File: src/rtl/mem_responder_pkg.sv
// Shared types and constants for the memory responder.
//   resp_state_e : FSM state encoding (IDLE, WAIT, ACK)
//   resp_op_e    : captured operation (read, write, illegal read&&write)
//   LAT_MAX      : largest latency the 4-bit counter can express
package mem_resp_pkg;

    typedef enum logic [1:0] {IDLE, WAIT, ACK} resp_state_e;
    typedef enum logic [1:0] {OP_RD, OP_WR, OP_ERR} resp_op_e;

    localparam int LAT_MAX = 15;
    localparam int CNT_W   = 4;

endpackage

File: src/rtl/mem_responder_if.sv
// Controller <-> responder bus.
//   read, write : transaction level indicators, held by the controller until ack
//   addr, wdata : access address / write data
//   ack         : one-cycle completion pulse
//   rdata       : read data, valid in the ack cycle of a read
//   err         : high in the ack cycle of an illegal (read&&write) request
// master = controller side, slave = responder side.
interface mem_responder_if #(
    parameter int ADDR_W = 4,
    parameter int DATA_W = 8
);
    logic              read;
    logic              write;
    logic [ADDR_W-1:0] addr;
    logic [DATA_W-1:0] wdata;
    logic              ack;
    logic [DATA_W-1:0] rdata;
    logic              err;

    modport master (
        output read, write, addr, wdata,
        input  ack, rdata, err
    );

    modport slave (
        input  read, write, addr, wdata,
        output ack, rdata, err
    );
endinterface

File: src/rtl/mem_responder_regfile.sv
// Storage for the responder: 2**ADDR_W words of DATA_W bits held in flops.
//   clk, resetn : clock / asynchronous active-low clear of every word
//   we, waddr, wdata : synchronous write port
//   raddr, rdata     : combinational read port
module mem_resp_regfile #(
    parameter int ADDR_W = 4,
    parameter int DATA_W = 8
) (
    input  logic              clk,
    input  logic              resetn,
    input  logic              we,
    input  logic [ADDR_W-1:0] waddr,
    input  logic [DATA_W-1:0] wdata,
    input  logic [ADDR_W-1:0] raddr,
    output logic [DATA_W-1:0] rdata
);
    localparam int DEPTH = 2 ** ADDR_W;

    logic [DATA_W-1:0] mem_reg [DEPTH];
    logic [DEPTH-1:0]  word_we;

    // One-hot write enable per word.
    generate
        for (genvar gi = 0; gi < DEPTH; gi++) begin : g_word_we
            assign word_we[gi] = we && (waddr == ADDR_W'(gi));
        end
    endgenerate

    always_ff @(posedge clk or negedge resetn) begin
        if (!resetn) begin
            for (int i = 0; i < DEPTH; i++) begin
                mem_reg[i] <= '0;
            end
        end else begin
            for (int i = 0; i < DEPTH; i++) begin
                if (word_we[i]) begin
                    mem_reg[i] <= wdata;
                end
            end
        end
    end

    assign rdata = mem_reg[raddr];

endmodule

File: src/rtl/mem_responder.sv
// Target-side responder for the req/we/ack transaction controller.
// Captures a read or write request, waits RD_LAT / WR_LAT cycles from the
// capture cycle, performs the access on the internal register file and
// returns a one-cycle ack (plus err for an illegal read&&write request).
//   clk    : clock, rising edge
//   resetn : asynchronous active-low reset; drops any in-flight operation
//   bus    : mem_responder_if slave modport (read/write/addr/wdata in,
//            ack/rdata/err out)
module mem_responder
    import mem_resp_pkg::*;
#(
    parameter int ADDR_W = 4,
    parameter int DATA_W = 8,
    parameter int RD_LAT = 2,
    parameter int WR_LAT = 1
) (
    input  logic            clk,
    input  logic            resetn,
    mem_responder_if.slave  bus
);
    generate
        if (RD_LAT < 1 || RD_LAT > LAT_MAX) begin : g_bad_rd_lat
            $error("mem_responder: RD_LAT must be in 1..15");
        end
        if (WR_LAT < 1 || WR_LAT > LAT_MAX) begin : g_bad_wr_lat
            $error("mem_responder: WR_LAT must be in 1..15");
        end
    endgenerate

    localparam logic [CNT_W-1:0] RD_LAT_C = CNT_W'(RD_LAT);
    localparam logic [CNT_W-1:0] WR_LAT_C = CNT_W'(WR_LAT);

    resp_state_e       state_reg;
    resp_op_e          op_reg;
    logic [ADDR_W-1:0] addr_reg;
    logic [DATA_W-1:0] wdata_reg;
    logic [CNT_W-1:0]  cnt_reg;
    logic              ack_reg;
    logic              err_reg;
    logic [DATA_W-1:0] rdata_reg;

    resp_op_e          op_in;
    logic [CNT_W-1:0]  lat_in;
    logic              req;
    logic              abort;
    logic              enter_ack;
    resp_op_e          acc_op;
    logic [ADDR_W-1:0] acc_addr;
    logic [DATA_W-1:0] acc_wdata;
    logic              mem_we;
    logic [DATA_W-1:0] mem_rdata;

    always_comb begin
        op_in = OP_WR;
        if (bus.read && bus.write) begin
            op_in = OP_ERR;
        end else if (bus.read) begin
            op_in = OP_RD;
        end

        case (op_in)
            OP_RD:   lat_in = RD_LAT_C;
            OP_WR:   lat_in = WR_LAT_C;
            default: lat_in = CNT_W'(1);
        endcase
    end

    assign req   = bus.read || bus.write;
    assign abort = !bus.read && !bus.write;

    // A latency-1 request enters ACK on the capture edge itself, before the
    // capture registers hold anything, so the access uses the live bus
    // values in IDLE and the captured values otherwise.
    assign acc_op    = (state_reg == IDLE) ? op_in     : op_reg;
    assign acc_addr  = (state_reg == IDLE) ? bus.addr  : addr_reg;
    assign acc_wdata = (state_reg == IDLE) ? bus.wdata : wdata_reg;

    // Abort wins over an expiring counter: a dropped request never acks.
    assign enter_ack = ((state_reg == IDLE) && req && (lat_in == CNT_W'(1))) ||
                       ((state_reg == WAIT) && !abort && (cnt_reg == '0));

    assign mem_we = enter_ack && (acc_op == OP_WR);

    mem_resp_regfile #(
        .ADDR_W (ADDR_W),
        .DATA_W (DATA_W)
    ) u_regfile (
        .clk    (clk),
        .resetn (resetn),
        .we     (mem_we),
        .waddr  (acc_addr),
        .wdata  (acc_wdata),
        .raddr  (acc_addr),
        .rdata  (mem_rdata)
    );

    always_ff @(posedge clk or negedge resetn) begin
        if (!resetn) begin
            state_reg <= IDLE;
            op_reg    <= OP_RD;
            addr_reg  <= '0;
            wdata_reg <= '0;
            cnt_reg   <= '0;
            ack_reg   <= 1'b0;
            err_reg   <= 1'b0;
            rdata_reg <= '0;
        end else begin
            ack_reg <= 1'b0;
            err_reg <= 1'b0;

            case (state_reg)
                IDLE: begin
                    if (req) begin
                        op_reg    <= op_in;
                        addr_reg  <= bus.addr;
                        wdata_reg <= bus.wdata;
                        if (lat_in == CNT_W'(1)) begin
                            state_reg <= ACK;
                        end else begin
                            state_reg <= WAIT;
                            cnt_reg   <= lat_in - CNT_W'(2);
                        end
                    end
                end
                WAIT: begin
                    if (abort) begin
                        state_reg <= IDLE;
                    end else if (cnt_reg == '0) begin
                        state_reg <= ACK;
                    end else begin
                        cnt_reg <= cnt_reg - CNT_W'(1);
                    end
                end
                ACK: begin
                    // Inputs are ignored here; the controller drops its
                    // request on this same edge.
                    state_reg <= IDLE;
                end
                default: begin
                    state_reg <= IDLE;
                end
            endcase

            if (enter_ack) begin
                ack_reg <= 1'b1;
                if (acc_op == OP_RD) begin
                    rdata_reg <= mem_rdata;
                end
                if (acc_op == OP_ERR) begin
                    err_reg <= 1'b1;
                end
            end
        end
    end

    assign bus.ack   = ack_reg;
    assign bus.err   = err_reg;
    assign bus.rdata = rdata_reg;

endmodule

File: src/flat_wrapper.sv
// flat-port wrapper written by rule: the top's interface ports become plain ports
module mem_responder_flat import mem_resp_pkg::*;
#(
    parameter int ADDR_W = 4,
    parameter int DATA_W = 8,
    parameter int RD_LAT = 2,
    parameter int WR_LAT = 1
)
  (clk, resetn, bus_read, bus_write, bus_addr, bus_wdata, bus_ack, bus_rdata, bus_err);
  mem_responder_if #(.ADDR_W(ADDR_W), .DATA_W(DATA_W)) bus_i ();
  input  logic clk;
  input  logic resetn;
  input wire logic [$bits(bus_i.read)-1:0] bus_read;
  input wire logic [$bits(bus_i.write)-1:0] bus_write;
  input wire logic [$bits(bus_i.addr)-1:0] bus_addr;
  input wire logic [$bits(bus_i.wdata)-1:0] bus_wdata;
  output wire logic [$bits(bus_i.ack)-1:0] bus_ack;
  output wire logic [$bits(bus_i.rdata)-1:0] bus_rdata;
  output wire logic [$bits(bus_i.err)-1:0] bus_err;
  assign bus_i.read = bus_read;
  assign bus_i.write = bus_write;
  assign bus_i.addr = bus_addr;
  assign bus_i.wdata = bus_wdata;
  assign bus_ack = bus_i.ack;
  assign bus_rdata = bus_i.rdata;
  assign bus_err = bus_i.err;
  mem_responder #(.ADDR_W(ADDR_W), .DATA_W(DATA_W), .RD_LAT(RD_LAT), .WR_LAT(WR_LAT)) u_core (.clk(clk), .resetn(resetn), .bus(bus_i));
endmodule
File: config.mk
export PLATFORM = sky130hd
export DESIGN_NAME = mem_responder_flat
export DESIGN_NICKNAME = d
export VERILOG_FILES = /design/src/rtl/mem_responder_pkg.sv /design/src/rtl/mem_responder_if.sv /design/src/rtl/mem_responder_regfile.sv /design/src/rtl/mem_responder.sv /design/src/flat_wrapper.sv
export SDC_FILE = /design/constraint.sdc
export NUM_CORES = 1
export LEC_CHECK = 0
export CORE_MARGIN = 5
export CORE_UTILIZATION = 50
export DETAILED_ROUTE_END_ITERATION = 10
export PLACE_DENSITY = 0.67
export SLEW_MARGIN = 20
export SYNTH_ARGS = -nofsm -noshare
export SYNTH_HDL_FRONTEND = slang
export SYNTH_SLANG_ARGS = --single-unit
File: constraint.sdc
create_clock -name clk -period 3 [get_ports clk]
set_input_delay 0.6 -clock clk [delete_from_list [all_inputs] [get_ports clk]]
set_output_delay 0.6 -clock clk [all_outputs]
set_load 0.03 [all_outputs]
Word-level counts from Yosys, hierarchy flattened --
Cells that the tools add are included.
Storage, ports and cells: bits in registers 158, latch bits 0, RAM bits 0, ROM bits 0, output and inout port bits 10, logic and storage cells 112, memories 0
Operators by class: add/sub/neg operators 2, multipliers 0, divide/modulo/power cells 0, order comparisons 1, eq/ne operators 24, shift operators 0, mux-type cells 22, bitwise gates (word level) 1, reductions and logical operators 38
Operator list (count):
- 8-bit binary-select mux with 4-bit select | 1
- 4-bit == test, second input constant | 8
- 8-bit two-way mux | 3
- 1-bit logical AND | 23
- 4-bit two-way mux | 5
- 4-bit by 3-bit == test with 1-bit output, second input constant | 4
- 2-bit two-way mux | 7
- 4-bit by 2-bit == test with 1-bit output, second input constant | 2
- 4-bit zero test | 2
- 4-bit case mux with 2 select lines | 1
- 2-bit by 1-bit == test with 1-bit output, second input constant | 3
- 2-bit zero test | 3
- 2-bit != test, second input constant | 3
- 2-bit AND reduction | 3
- 5-bit >= comparator, second input constant | 1
- 4-bit NOT with 5-bit output | 1
- 5-bit AND reduction | 1
- 4-bit by 1-bit == test with 1-bit output, second input constant | 1
- 1-bit two-way mux | 4
- 2-bit case mux with 2 select lines | 1
- 4-bit by 1-bit subtractor with 4-bit output, second input constant | 1
- 1-bit zero test | 3
- 3-bit by 2-bit != test with 1-bit output, second input constant | 1
- 2-bit by 2-bit subtractor with 3-bit output, second input constant | 1
- other kinds (4) | 5

Longest topological paths before layout --
Gate-level depths: netlist (run 1).
depth in word-level cells 9, gate-level depth with buffers 11, depth with buffers taken out 8

By module --
A second synthesis (run 1) with hierarchy kept.
Second synthesis, totals: cell total of the unflattened synthesis 495, area, all modules 7294.5 um^2
Modules (own cells, without submodules):
- mem_resp_regfile | instances 1, cells an instance 364, area an instance 5883.1 um^2, sequential area each 3203.1 um^2
- mem_responder | instances 1, cells an instance 131, area an instance 1411.4 um^2, sequential area each 750.7 um^2

Worst setup path before layout (run 1) --
OpenSTA, ideal clock, no wires.
path type flip-flop to flip-flop, from register u_core.cnt_reg[0], to register u_core.u_regfile.mem_reg[108] (netlist bit), setup time 131 ps, arrival 2116 ps, data required time 2869 ps, path slack 753 ps, cell stages (with the launch flop) 12, period minus slack after synthesis 2247 ps, cells stage by stage dfrtp_1 -> inv_1 -> ha_1 -> nand2b_1 -> o41ai_4 -> o21ai_2 -> buf_6 -> or3b_1 -> buf_2 -> buf_6 -> nand2_1 -> o21ai_2
Between the ends: longest elaborated chain between the ends 5
Ends and longest elaborated chain:
- start, declared | RTL line mem_responder.sv:37 | logic [CNT_W-1:0] cnt_reg;
- start signal, assigned | RTL line mem_responder.sv:121 | cnt_reg <= lat_in - CNT_W'(2);
- start signal, assigned | RTL line mem_responder.sv:131 | cnt_reg <= cnt_reg - CNT_W'(1);
- 4-bit zero test | RTL line mem_responder.sv:80 | ((state_reg == WAIT) && !abort && (cnt_reg == '0));
- 1-bit logical AND | RTL line mem_responder.sv:80
- 1-bit logical OR | RTL line mem_responder.sv:79 | assign enter_ack = ((state_reg == IDLE) && req && (lat_in == CNT_W'(1))) ||
- via u_core.enter_ack | RTL line mem_responder.sv:46 | logic enter_ack;
- 1-bit logical AND | RTL line mem_responder.sv:82 | assign mem_we = enter_ack && (acc_op == OP_WR);
- 1-bit logical AND | RTL line mem_responder_regfile.sv:25 | assign word_we[gi] = we && (waddr == ADDR_W'(gi));
- end signal, assigned by index | RTL line mem_responder_regfile.sv:37 | mem_reg[i] <= wdata;
- end, declared | RTL line mem_responder_regfile.sv:19 | logic [DATA_W-1:0] mem_reg [DEPTH];
The timed path passes the listed nets, and every way through them passes these cells. A chain may end at the register's enable or synchronous reset.

Worst setup path in the final report (run 1) --
from input bus_write, to register u_core.u_regfile.mem_reg[102] (netlist bit)
Between the ends: longest elaborated chain between the ends 9, elaborated cells between the ends (all ways) 18
Ends and longest elaborated chain:
- start, declared | RTL line flat_wrapper.sv:14 | input wire logic [$bits(bus_i.write)-1:0] bus_write;
- 1-bit logical AND | RTL line mem_responder.sv:55 | if (bus.read && bus.write) begin
- 2-bit two-way mux | RTL line mem_responder.sv:55
- 2-bit zero test | RTL line mem_responder.sv:61 | case (op_in)
- 2-bit two-way mux | RTL line mem_responder.sv:61
- 2-bit by 1-bit == test with 1-bit output | RTL line mem_responder.sv:79
- 1-bit logical AND | RTL line mem_responder.sv:79
- 1-bit logical OR * | RTL line mem_responder.sv:79
- via u_core.enter_ack | RTL line mem_responder.sv:46
- 1-bit logical AND * | RTL line mem_responder.sv:82
- 1-bit logical AND * | RTL line mem_responder_regfile.sv:25
Mark *: on every way through the listed nets, which the timed path passes. The rest lies on a longest branch.

==> results of run 1 <==
==> worst reg2reg max path: stages (launching register included) <==
cell      delay [ns]
dfrtp_1         0.38
inv_1           0.09
ha_1            0.18
nand2b_1        0.15
o41ai_4         0.45
o21ai_2         0.28
or3b_1          0.66
o21ai_0         0.30
==> power by group through the flow <==
stage                     clock [mW]  sequential [mW]  combinational (mW)
final                           2.38             3.79                3.31
after global routing            2.50             3.90                3.69
after CTS                       2.41             3.78                3.33
after detailed placement           0             3.79                3.30
after global placement             0             3.74                3.20
after floorplan                    0             3.63                2.25
==> per-stage QoR <==
stage | util | instances
2_1_floorplan | - | 695
3_3_place_gp | 0.541 | 874
3_5_place_dp | 0.541 | 874
4_1_cts | 0.589 | 906
5_1_grt | 0.589 | 906
6_report | 0.589 | 906
==> layer usage <==
layer	part of all wire	wire length, um	vias up
li1	-	-	2522
met1	0.45	7500	2663
met2	0.48	8050	160
met3	0.050	845	33
met4	0.026	434	0
met5	0	0	-
==> final cells by class <==
class	count	area, um2
flip-flops and latches	158	3950
well taps	180	225
inverters	6	22.5
clock inverters	10	184
clock buffers	21	470
multi-input cells	468	2730
fillers	1188	5710
repair buffers	63	589
==> worst max-delay path by stage <==
stage,from,end,depth (start not counted)
floorplan,bus_write,u_core.u_regfile.mem_reg[108]$_DFFE_PN0P_,9
finish,bus_write,u_core.u_regfile.mem_reg[102]$_DFFE_PN0P_,6
global placement,bus_write,u_core.u_regfile.mem_reg[3]$_DFFE_PN0P_,7
global route,u_core.cnt_reg[0]$_DFFE_PN0P_,u_core.u_regfile.mem_reg[36]$_DFFE_PN0P_,8
detailed placement,bus_write,u_core.u_regfile.mem_reg[35]$_DFFE_PN0P_,7
CTS,bus_write,u_core.u_regfile.mem_reg[102]$_DFFE_PN0P_,6
==> cells in the mapped netlist (6+ instances only) <==
| library cell | n | area share |
|---|---|---|
| a21oi_1 | 33 | 0.023 |
| a22oi_1 | 65 | 0.069 |
| buf_2 | 23 | 0.016 |
| buf_6 | 15 | 0.024 |
| clkbuf_1 | 24 | 0.013 |
| dfrtp_1 | 158 | 0.56 |
| inv_1 | 6 | 0.0032 |
| mux2_2 | 12 | 0.019 |
| mux2i_1 | 8 | 0.011 |
| nand2_1 | 138 | 0.073 |
| nor2_1 | 6 | 0.0032 |
| nor4_1 | 8 | 0.0071 |
| o21ai_0 | 48 | 0.034 |
| o21ai_1 | 74 | 0.052 |
| o21ai_2 | 24 | 0.030 |
| or3b_1 | 17 | 0.021 |
==> what timing repair did <==
item	CTS	global route
hold buffers	1	0
resized for setup	0	0
endpoints found under the hold margin	13	0
==> logic make-up after synthesis <==
logic type,count (synthesis)
AO/OA/AOI/OAI,255
adder cells (fa/ha/maj),1
buffers and inverters,69
flip-flops,158
multiplexers,20
AND/OR/NAND/NOR,192
==> run summary, run 1 <==
CTS tree: built
status: finished clean
# diodes: 0
period utilization: 0.875
most common cell after layout, fill and taps aside: dfrtp_1
Ys Warns: 0
I/O Pins: 26
R2R Path Start: u_core.cnt_reg[0]$_DFFE_PN0P_
root buf cell: clkbuf_16
gr busiest metal: met2
Final GP Congestion: 0.818
Power Density: 1160 nW/um2
hold path start: u_core.bus.rdata[1]$_DFFE_PN0P_
Layout area overhead: 15.7%
Hold Fails Final Rpt: 0
final worst slack: 0.375 ns
switch share: 0.375
Critical Path End Type: flip-flop
hold path depth: 2
CP Class: input pin to flip-flop
VDD IR max: 0.000455 V
drt drc: 0
initial antenna violation count: 0
commonest non-fill, non-tap cells in the layout: 158 x dfrtp_1, 138 x nand2_1, 72 x o21ai_1
number of setup buffers added after CTS: 0
share of cells above drive strength 1: 0.154
Synth Flop Type: dfrtp_1
Setup TNS Final: 0 ns
post-synthesis mux area share: 0.0305
Post-DP HPWL: 10.9 mm
combinational share of power: 0.349
num rows: 43
vias per cell: 5.94
slowest CP cell: or3b_1
reg-to-reg slack, setup: 0.41 ns
clk buf depth: 2
drt wl/cell: 18.6 um
grt met1 use: 0.294
CTS clk-pin slew, worst paths: 0.06 ns
critical-path cell list: clkdlybuf4s50_1 -> or3b_1 -> o41ai_4 -> o21ai_2 -> or3b_1 -> o21ai_0
pin count of the biggest net entering global routing: 101
via count: 5,378
Synthesized Nets: 712
Pins Over Slew Limit: 0
post-route cell area: 8170 um2
Die X-Extent: 129 um
post-synthesis cell type count: 37
htree depth: 4
M2 GR Usage: 0.349
Die Y: 129 um
Clock Skews: 0.00854 ns
Total Routing Usage GR: 0.218
Clock Sinks: 158
Skew-Pair Late Insertion Delay: 0.42 ns
Pwr Total: 9.48 mW
most used cell, CP: or3b_1
Worst Reg-to-Reg Cells: 7
Cell Area, Placed: 7510 um2
worst slew margin relative to its limit: 0.366
die footprint: 16,600 um2
P_int: 5.93 mW
Post-Synth XOR/XNOR Area: 0
max reg flops: 128
Clock Power Share: 0.251
Initial DRC Count: 564
critical path buffer and inverter count: 1
Synth Area in Adders: 0.00177
max cap viols: 0
RSZ-0062 raised after global routing: false
slowest stage delay, CP: 0.65 ns
total leakage power: 3.49 nW
Synth Area in Compound Gates: 0.224
async set or reset register ratio after synthesis: 1.00
critical path required time: 3.31 ns
vias in the first global route: 5,390
crit path time final: 2.62 ns
Hold Slack: 0.477 ns
CP startpoint kind: input pin
reg2reg end: u_core.u_regfile.mem_reg[102]$_DFFE_PN0P_
sequential share of power: 0.399
post-synthesis register bit count: 158
Seq/Total Area, Yosys: 0.560
HP Class: flip-flop to flip-flop
drt first pass iters: 5
Buffers on Ports: 25
grt met3 use: 0.0465
Critical Path Fanout Max: 16
grt total ovfl: 0
NumNets Final: 731
Final setup viols: 0
sw power: 3.55 mW
Total Wirelength: 16.8 mm
worst slew pin tran: 0.951 ns
core area: 13,900 um2
first-pass GRT wire length: 28.3 mm
CTS Buf Count: 17
Post-Syn Area: 7060 um2
fmax: 381 MHz
largest family of logic cells by synthesized area: compound AO/OA/AOI/OAI gates
EDFF count, synth: 0
Min-Delay Endpoint: u_core.bus.rdata[1]$_DFFE_PN0P_
critical path's top delay family: simple AND/OR/NAND/NOR gates
Initial Util: 0.509
Syn Area/Cell: 10.2 um2
Cells after Synth: 695
Arrival @ worst endpoint: 2.94 ns
Post-Synth Simple-Gate Area: 0.127
post-route ant nets: 0
post-place setup slack: -0.0160 ns
Power figures use the tool's default switching activity.
==> inputs of run 2 (changes only) <==
--- a/config.mk
+++ b/config.mk
@@ -5,6 +5,7 @@
 export SDC_FILE = /design/constraint.sdc
 export NUM_CORES = 1
 export LEC_CHECK = 0
+export CORE_ASPECT_RATIO = 0.5
 export CORE_MARGIN = 5
 export CORE_UTILIZATION = 50
 export DETAILED_ROUTE_END_ITERATION = 10
==> run 2 against run 1 <==
Effect of this change: clock skew rose by 0.0058 ns; fmax rose by 0.18%; hold slack got worse by 0.31 ns; wire length rose by 0.82%; non-clock buffer count did not move; highest routed layer unchanged.
==> run summary, run 2 (synthesis results as in run 1) <==
status: finished clean (unchanged)
period utilization: 0.873 (was 0.875)
most used cell, CP: or3b_1 (unchanged)
Initial DRC Count: 504 (was 564)
max cap viols: 0 (unchanged)
initial antenna violation count: 0 (unchanged)
Post-DP HPWL: 11.3 mm (was 10.9 mm)
NumNets Final: 731 (unchanged)
CTS tree: built (unchanged)
Skew-Pair Late Insertion Delay: 0.42 ns (about the same)
Die X-Extent: 178 um (was 129 um)
share of cells above drive strength 1: 0.157 (was 0.154)
fmax: 382 MHz (was 381 MHz)
I/O Pins: 26 (unchanged)
worst slew margin relative to its limit: 0.429 (was 0.366)
post-route ant nets: 0 (unchanged)
most common cell after layout, fill and taps aside: dfrtp_1 (unchanged)
Initial Util: 0.516 (was 0.509)
Setup TNS Final: 0 ns (unchanged)
HP Class: input pin to asynchronous set/reset pin (was flip-flop to flip-flop)
CP startpoint kind: input pin (unchanged)
Post-CTS Hold Buffers: 0 (was 1)
Total Wirelength: 17.0 mm (was 16.8 mm)
first-pass GRT wire length: 27.9 mm (was 28.3 mm)
die footprint: 16,700 um2 (was 16,600 um2)
commonest non-fill, non-tap cells in the layout: 158 x dfrtp_1, 138 x nand2_1, 72 x o21ai_1 (unchanged)
Buffers on Ports: 25 (unchanged)
Total Routing Usage GR: 0.215 (was 0.218)
CTS resizes: 0 (unchanged)
critical-path cell list: clkdlybuf4s50_1 -> or3b_1 -> o41ai_4 -> o21ai_2 -> or3b_1 -> nand2_1 -> o21ai_1 (was clkdlybuf4s50_1 -> or3b_1 -> o41ai_4 -> o21ai_2 -> or3b_1 -> o21ai_0)
Final setup viols: 0 (unchanged)
drt drc: 0 (unchanged)
# diodes: 0 (unchanged)
clk buf depth: 2 (unchanged)
slowest CP cell: or3b_1 (unchanged)
root buf cell: clkbuf_16 (unchanged)
reg-to-reg slack, setup: 0.40 ns (was 0.41 ns)
via count: 5,326 (was 5,378)
post-place setup slack: -0.0279 ns (was -0.0160 ns)
pin count of the biggest net entering global routing: 67 (was 101)
Pwr Total: 9.29 mW (was 9.48 mW)
num rows: 30 (was 43)
htree depth: 4 (unchanged)
drt wl/cell: 18.5 um (was 18.6 um)
number of setup buffers added after CTS: 0 (unchanged)
drt first pass iters: 5 (unchanged)
post-route cell area: 8120 um2 (was 8170 um2)
vias per cell: 5.80 (was 5.94)
Power Density: 1140 nW/um2 (was 1160 nW/um2)
Clock Skews: 0.0143 ns (was 0.00854 ns)
Critical Path Fanout Max: 16 (unchanged)
total leakage power: 3.47 nW (was 3.49 nW)
Cell Area, Placed: 7540 um2 (was 7510 um2)
Die Y: 94.0 um (was 129 um)
Final GP Congestion: 0.780 (was 0.818)
core area: 13,700 um2 (was 13,900 um2)
grt total ovfl: 0 (unchanged)
Layout area overhead: 15.0% (was 15.7%)
crit path time final: 2.62 ns (about the same)
CTS Buf Count: 17 (unchanged)
CP Class: input pin to flip-flop (unchanged)
slowest stage delay, CP: 0.68 ns (was 0.65 ns)
RSZ-0062 raised after global routing: false (unchanged)
Arrival @ worst endpoint: 2.91 ns (was 2.94 ns)
max reg flops: 128 (unchanged)
vias in the first global route: 5,260 (was 5,390)
Final Util: 0.593 (was 0.589)
worst slew pin tran: 0.856 ns (was 0.951 ns)
critical path required time: 3.29 ns (was 3.31 ns)
CTS clk-pin slew, worst paths: 0.07 ns (was 0.06 ns)
Pins Over Slew Limit: 0 (unchanged)
Critical Path End Type: flip-flop (unchanged)
Clock Sinks: 158 (unchanged)
Hold Fails Final Rpt: 0 (unchanged)
final worst slack: 0.380 ns (was 0.375 ns)
FILL cells: 1,141 (was 1,188)
VDD IR max: 0.000534 V (was 0.000455 V)
run 2: changes by cell type in the layout (fill, tap and decap cells not counted):
cell | before | now
inv_6 | 1 | 6
bufinv_16 | 5 | 1
clkinv_4 | 0 | 3
buf_12 | 4 | 5
clkbuf_1 | 1 | 0
clkbuf_8 | 3 | 2
clkinvlp_4 | 2 | 1
dlygate4sd3_1 | 1 | 0
nor2_1 | 4 | 5
nor2_2 | 2 | 1
run 2: power by group:
part | leakage (nW) | total (mW) | switching (mW) | internal [mW]
Combinational | 1.08 | 3.42 | 2.13 | 1.30
Clock | 0.286 | 2.11 | 0.909 | 1.20
Sequential | 2.10 | 3.75 | 0.614 | 3.14
Total | 3.47 | 9.29 | 3.65 | 5.64
run 2: critical path, delay by kind of cell:
| family | cells | cell delay, ns |
|---|---|---|
| AOI/OAI and AO/OA | 3 | 0.47 |
| and+or+nand+nor | 3 | 1.29 |
| buffers and inverters | 1 | 0.54 |
run 2: worst paths after layout:
check,start,to,cells after the start
min reg2reg,u_core.u_regfile.mem_reg[24]$_DFFE_PN0P_,u_core.u_regfile.mem_reg[24]$_DFFE_PN0P_,2
max reg2reg,u_core.state_reg[0]$_DFFE_PN0P_,u_core.u_regfile.mem_reg[45]$_DFFE_PN0P_,7
max,bus_write,u_core.u_regfile.mem_reg[45]$_DFFE_PN0P_,7
min in group clk,u_core.u_regfile.mem_reg[24]$_DFFE_PN0P_,u_core.u_regfile.mem_reg[24]$_DFFE_PN0P_,2
max in group asynchronous,resetn,u_core.u_regfile.mem_reg[87]$_DFFE_PN0P_,2
min,resetn,u_core.wdata_reg[1]$_DFFE_PN0P_,1
run 2: final cells by class:
cell class | instances | area (um2) | share of cell area
flip-flops and latches | 158 | 3950 | 0.487
multi-input cells | 468 | 2730 | 0.336
repair buffers | 63 | 599 | 0.0738
clock buffers | 19 | 453 | 0.0558
well taps | 192 | 240 | 0.0296
clock inverters | 13 | 126 | 0.0156
inverters | 6 | 22.5 | 0.00277
run 2: through the flow:
stage,hold WS [ns],instances
floorplan,0.304,695
global placement,0.461,887
CTS,0.196,919
detailed placement,0.467,887
finish,0.170,919
global route,0.223,919
run 2: per-layer routing:
layer | vias to the layer above | global-route usage | wire (um)
met5 | - | 0 | 0
met4 | 0 | 0.0514 | 180
met3 | 15 | 0.0559 | 1190
met2 | 154 | 0.336 | 7790
met1 | 2635 | 0.302 | 7810
li1 | 2522 | - | -
==> inputs of run 3 (changes only) <==
--- a/config.mk
+++ b/config.mk
@@ -7,9 +7,8 @@
 export LEC_CHECK = 0
 export CORE_ASPECT_RATIO = 0.5
 export CORE_MARGIN = 5
-export CORE_UTILIZATION = 50
+export CORE_UTILIZATION = 40
 export DETAILED_ROUTE_END_ITERATION = 10
-export PLACE_DENSITY = 0.67
 export SLEW_MARGIN = 20
 export SYNTH_ARGS = -nofsm -noshare
 export SYNTH_HDL_FRONTEND = slang
==> constraint.sdc (replaced) <==
create_clock -name clk -period 2.1 [get_ports clk]
set_input_delay 0.42 -clock clk [delete_from_list [all_inputs] [get_ports clk]]
set_output_delay 0.42 -clock clk [all_outputs]
set_load 0.03 [all_outputs]
==> run 3 against run 2 <==
Effect of this change: the flow now finishes with violations (negative setup slack); via count rose by 7.0%; sequential power is 49% higher; utilization is 4.2 points lower; clock-buffer cell count unchanged; flip-flop and latch count did not move; die area increased by 23%; power is 66% higher; largest power group is now combinational cells.
==> run summary, run 3 (synthesis results as in run 1) <==
max cap viols: 0 (unchanged)
worst slew pin tran: 0.455 ns (was 0.856 ns)
CTS Buf Count: 17 (unchanged)
clk buf depth: 2 (unchanged)
Worst Setup EP: u_core.u_regfile.mem_reg[89]$_DFFE_PN0P_ (was u_core.u_regfile.mem_reg[45]$_DFFE_PN0P_)
failing checks: negative setup slack
Worst Setup SP: u_core.state_reg[0]$_DFFE_PN0P_ (was bus_write)
CP Class: flip-flop to flip-flop (was input pin to flip-flop)
Inst Count DP: 980 (was 887)
Initial Util: 0.407 (was 0.516)
Total Routing Usage GR: 0.183 (was 0.215)
post-route ant nets: 0 (unchanged)
drt first pass iters: 5 (unchanged)
post-place setup slack: -0.475 ns (was -0.0279 ns)
Pwr Total: 15.4 mW (was 9.29 mW)
P_int: 9.33 mW (was 5.64 mW)
Clock Power Share: 0.197 (was 0.227)
first-pass GRT wire length: 30.2 mm (was 27.9 mm)
share of cells above drive strength 1: 0.396 (was 0.157)
combinational share of power: 0.442 (was 0.368)
Pins Over Slew Limit: 0 (unchanged)
initial antenna violation count: 0 (unchanged)
final worst slack: -0.0919 ns (was 0.380 ns)
Die X-Extent: 198 um (was 178 um)
CP startpoint kind: flip-flop (was input pin)
Final GP Congestion: 0.821 (was 0.780)
reg2reg end: u_core.u_regfile.mem_reg[89]$_DFFE_PN0P_ (was u_core.u_regfile.mem_reg[45]$_DFFE_PN0P_)
crit path time final: 2.19 ns
Initial DRC Count: 508 (was 504)
CTS tree: built (unchanged)
HP Class: input pin to asynchronous set/reset pin (unchanged)
status: complete, but fails checks (was finished clean)
Critical Path End Type: flip-flop (unchanged)
via count: 5,700 (was 5,326)
VDD IR max: 0.000882 V (was 0.000534 V)
commonest non-fill, non-tap cells in the layout: 156 x dfrtp_1, 88 x o21ai_1, 84 x nand2_1 (was 158 x dfrtp_1, 138 x nand2_1, 72 x o21ai_1)
I/O Pins: 26 (unchanged)
die footprint: 20,600 um2 (was 16,700 um2)
drt wl/cell: 18.9 um (was 18.5 um)
Total Wirelength: 19.5 mm (was 17.0 mm)
most common cell after layout, fill and taps aside: dfrtp_1 (unchanged)
Arrival @ worst endpoint: 2.49 ns (was 2.91 ns)
grt total ovfl: 0 (unchanged)
vias per cell: 5.52 (was 5.80)
Cell Area, Placed: 8130 um2 (was 7540 um2)
Power Density: 1620 nW/um2 (was 1140 nW/um2)
sw power: 6.12 mW (was 3.65 mW)
Worst Reg-to-Reg Cells: 7 (unchanged)
Hold Fails Final Rpt: 0 (unchanged)
NumNets Final: 802 (was 731)
fmax: 456 MHz
Setup TNS Final: -4.19 ns (was 0 ns)
Seq. cell area: 3960 um2 (was 3950 um2)
CTS clk-pin slew, worst paths: 0.07 ns (about the same)
Clock Skews: 0.00955 ns (was 0.0143 ns)
critical path required time: 2.39 ns (was 3.29 ns)
Final setup viols: 117 (was 0)
drt drc: 0 (unchanged)
Hold Slack: 0.480 ns (was 0.170 ns)
R2R Path Start: u_core.state_reg[0]$_DFFE_PN0P_ (unchanged)
final cell count without fillers: 1,032 (was 919)
root buf cell: clkbuf_16 (unchanged)
Layout area overhead: 35.2% (was 15.0%)
post-route cell area: 9550 um2 (was 8120 um2)
Die Y: 104 um (was 94.0 um)
reg-to-reg slack, setup: -0.09 ns (was 0.40 ns)
worst slew margin relative to its limit: 0.697 (was 0.429)
total leakage power: 4.02 nW (was 3.47 nW)
core area: 17,400 um2 (was 13,700 um2)
vias in the first global route: 5,531 (was 5,260)
pin count of the biggest net entering global routing: 50 (was 67)
switch share: 0.396 (was 0.393)
# diodes: 0 (unchanged)
RSZ-0062 raised after global routing: true (was false)
num rows: 34 (was 30)
Skew-Pair Late Insertion Delay: 0.42 ns (about the same)
Buffers on Ports: 25 (unchanged)
sequential share of power: 0.361 (was 0.404)
max reg flops: 128 (unchanged)
Post-DP HPWL: 12.2 mm (was 11.3 mm)
Final Util: 0.550 (was 0.593)
period utilization: 1.04
htree depth: 4 (unchanged)
area of the multi-input gates: 3260 um2 (was 2730 um2)
Critical Path Fanout Max: 8 (was 16)
FILL cells: 1,491 (was 1,141)
Clock Sinks: 158 (unchanged)
run 3: changes by cell type in the layout (fill, tap and decap cells not counted), sizes merged:
cell / before / now
clkbuf: 19 / 20
dlygate4sd3: 0 / 1
clkinvlp: 1 / 4
o31ai: 2 / 3
clkinv: 5 / 2
buf: 39 / 107
run 3: power groups by stage:
| stage | clock [mW] | sequential (mW) | combinational, mW |
|---|---|---|---|
| 2_1_floorplan | 0 | 5.20 | 3.29 |
| 3_3_place_gp | 0 | 5.35 | 5.54 |
| 3_5_place_dp | 0 | 5.39 | 5.67 |
| 4_1_cts | 3.07 | 5.36 | 6.07 |
| 5_1_grt | 3.22 | 5.72 | 7.42 |
| 6_report | 3.04 | 5.57 | 6.83 |
run 3: worst max-delay path, cell delays in order (launching register included):
cell and delay [ns]:
dfrtp_2 0.47, buf_6 0.14, or4_4 0.54, o31ai_4 0.15
or3b_4 0.46, buf_4 0.18, nand2_1 0.07, o21ai_1 0.06
run 3: how the worst min path moves through the flow:
stage / start / endpoint / slack (ns) / cells past startpoint
2_1_floorplan: resetn / u_core.addr_reg[0]$_DFFE_PN0P_ / 0.12 / 0
3_3_place_gp: resetn / u_core.cnt_reg[2]$_DFFE_PN0P_ / 0.37 / 1
3_5_place_dp: resetn / u_core.cnt_reg[1]$_DFFE_PN0P_ / 0.37 / 1
4_1_cts: u_core.u_regfile.mem_reg[124]$_DFFE_PN0P_ / u_core.u_regfile.mem_reg[124]$_DFFE_PN0P_ / 0.48 / 2
5_1_grt: resetn / u_core.wdata_reg[5]$_DFFE_PN0P_ / 0.50 / 2
6_report: resetn / u_core.state_reg[0]$_DFFE_PN0P_ / 0.48 / 2
run 3: metal layers:
metal | vias up | GRT usage | wire, um
met2 | 130 | 0.282 | 9240
li1 | 2666 | - | -
met5 | - | 0 | 0
met4 | 0 | 0.0491 | 209
met3 | 19 | 0.0366 | 783
met1 | 2885 | 0.264 | 9270
run 3: repair_timing:
| item | 4_1_cts | 5_1_grt |
|---|---|---|
| setup buffers | 5 | 3 |
| endpoints found under the setup margin | 136 | 136 |
| pin swaps | 6 | 31 |
| hold buffers | 1 | 0 |
| endpoints found under the hold margin | 35 | 0 |
| resized for setup | 48 | 184 |
| cloned | 3 | 9 |
run 3: layout make-up:
| type | count | area share |
|---|---|---|
| Multi-Input combinational cell | 469 | 0.341 |
| Sequential cell | 158 | 0.414 |
| Timing Repair Buffer | 133 | 0.151 |
| Inverter | 6 | 0.00236 |
| Clock inverter | 13 | 0.0136 |
| Clock buffer | 19 | 0.0464 |
| Tap cell | 234 | 0.0307 |
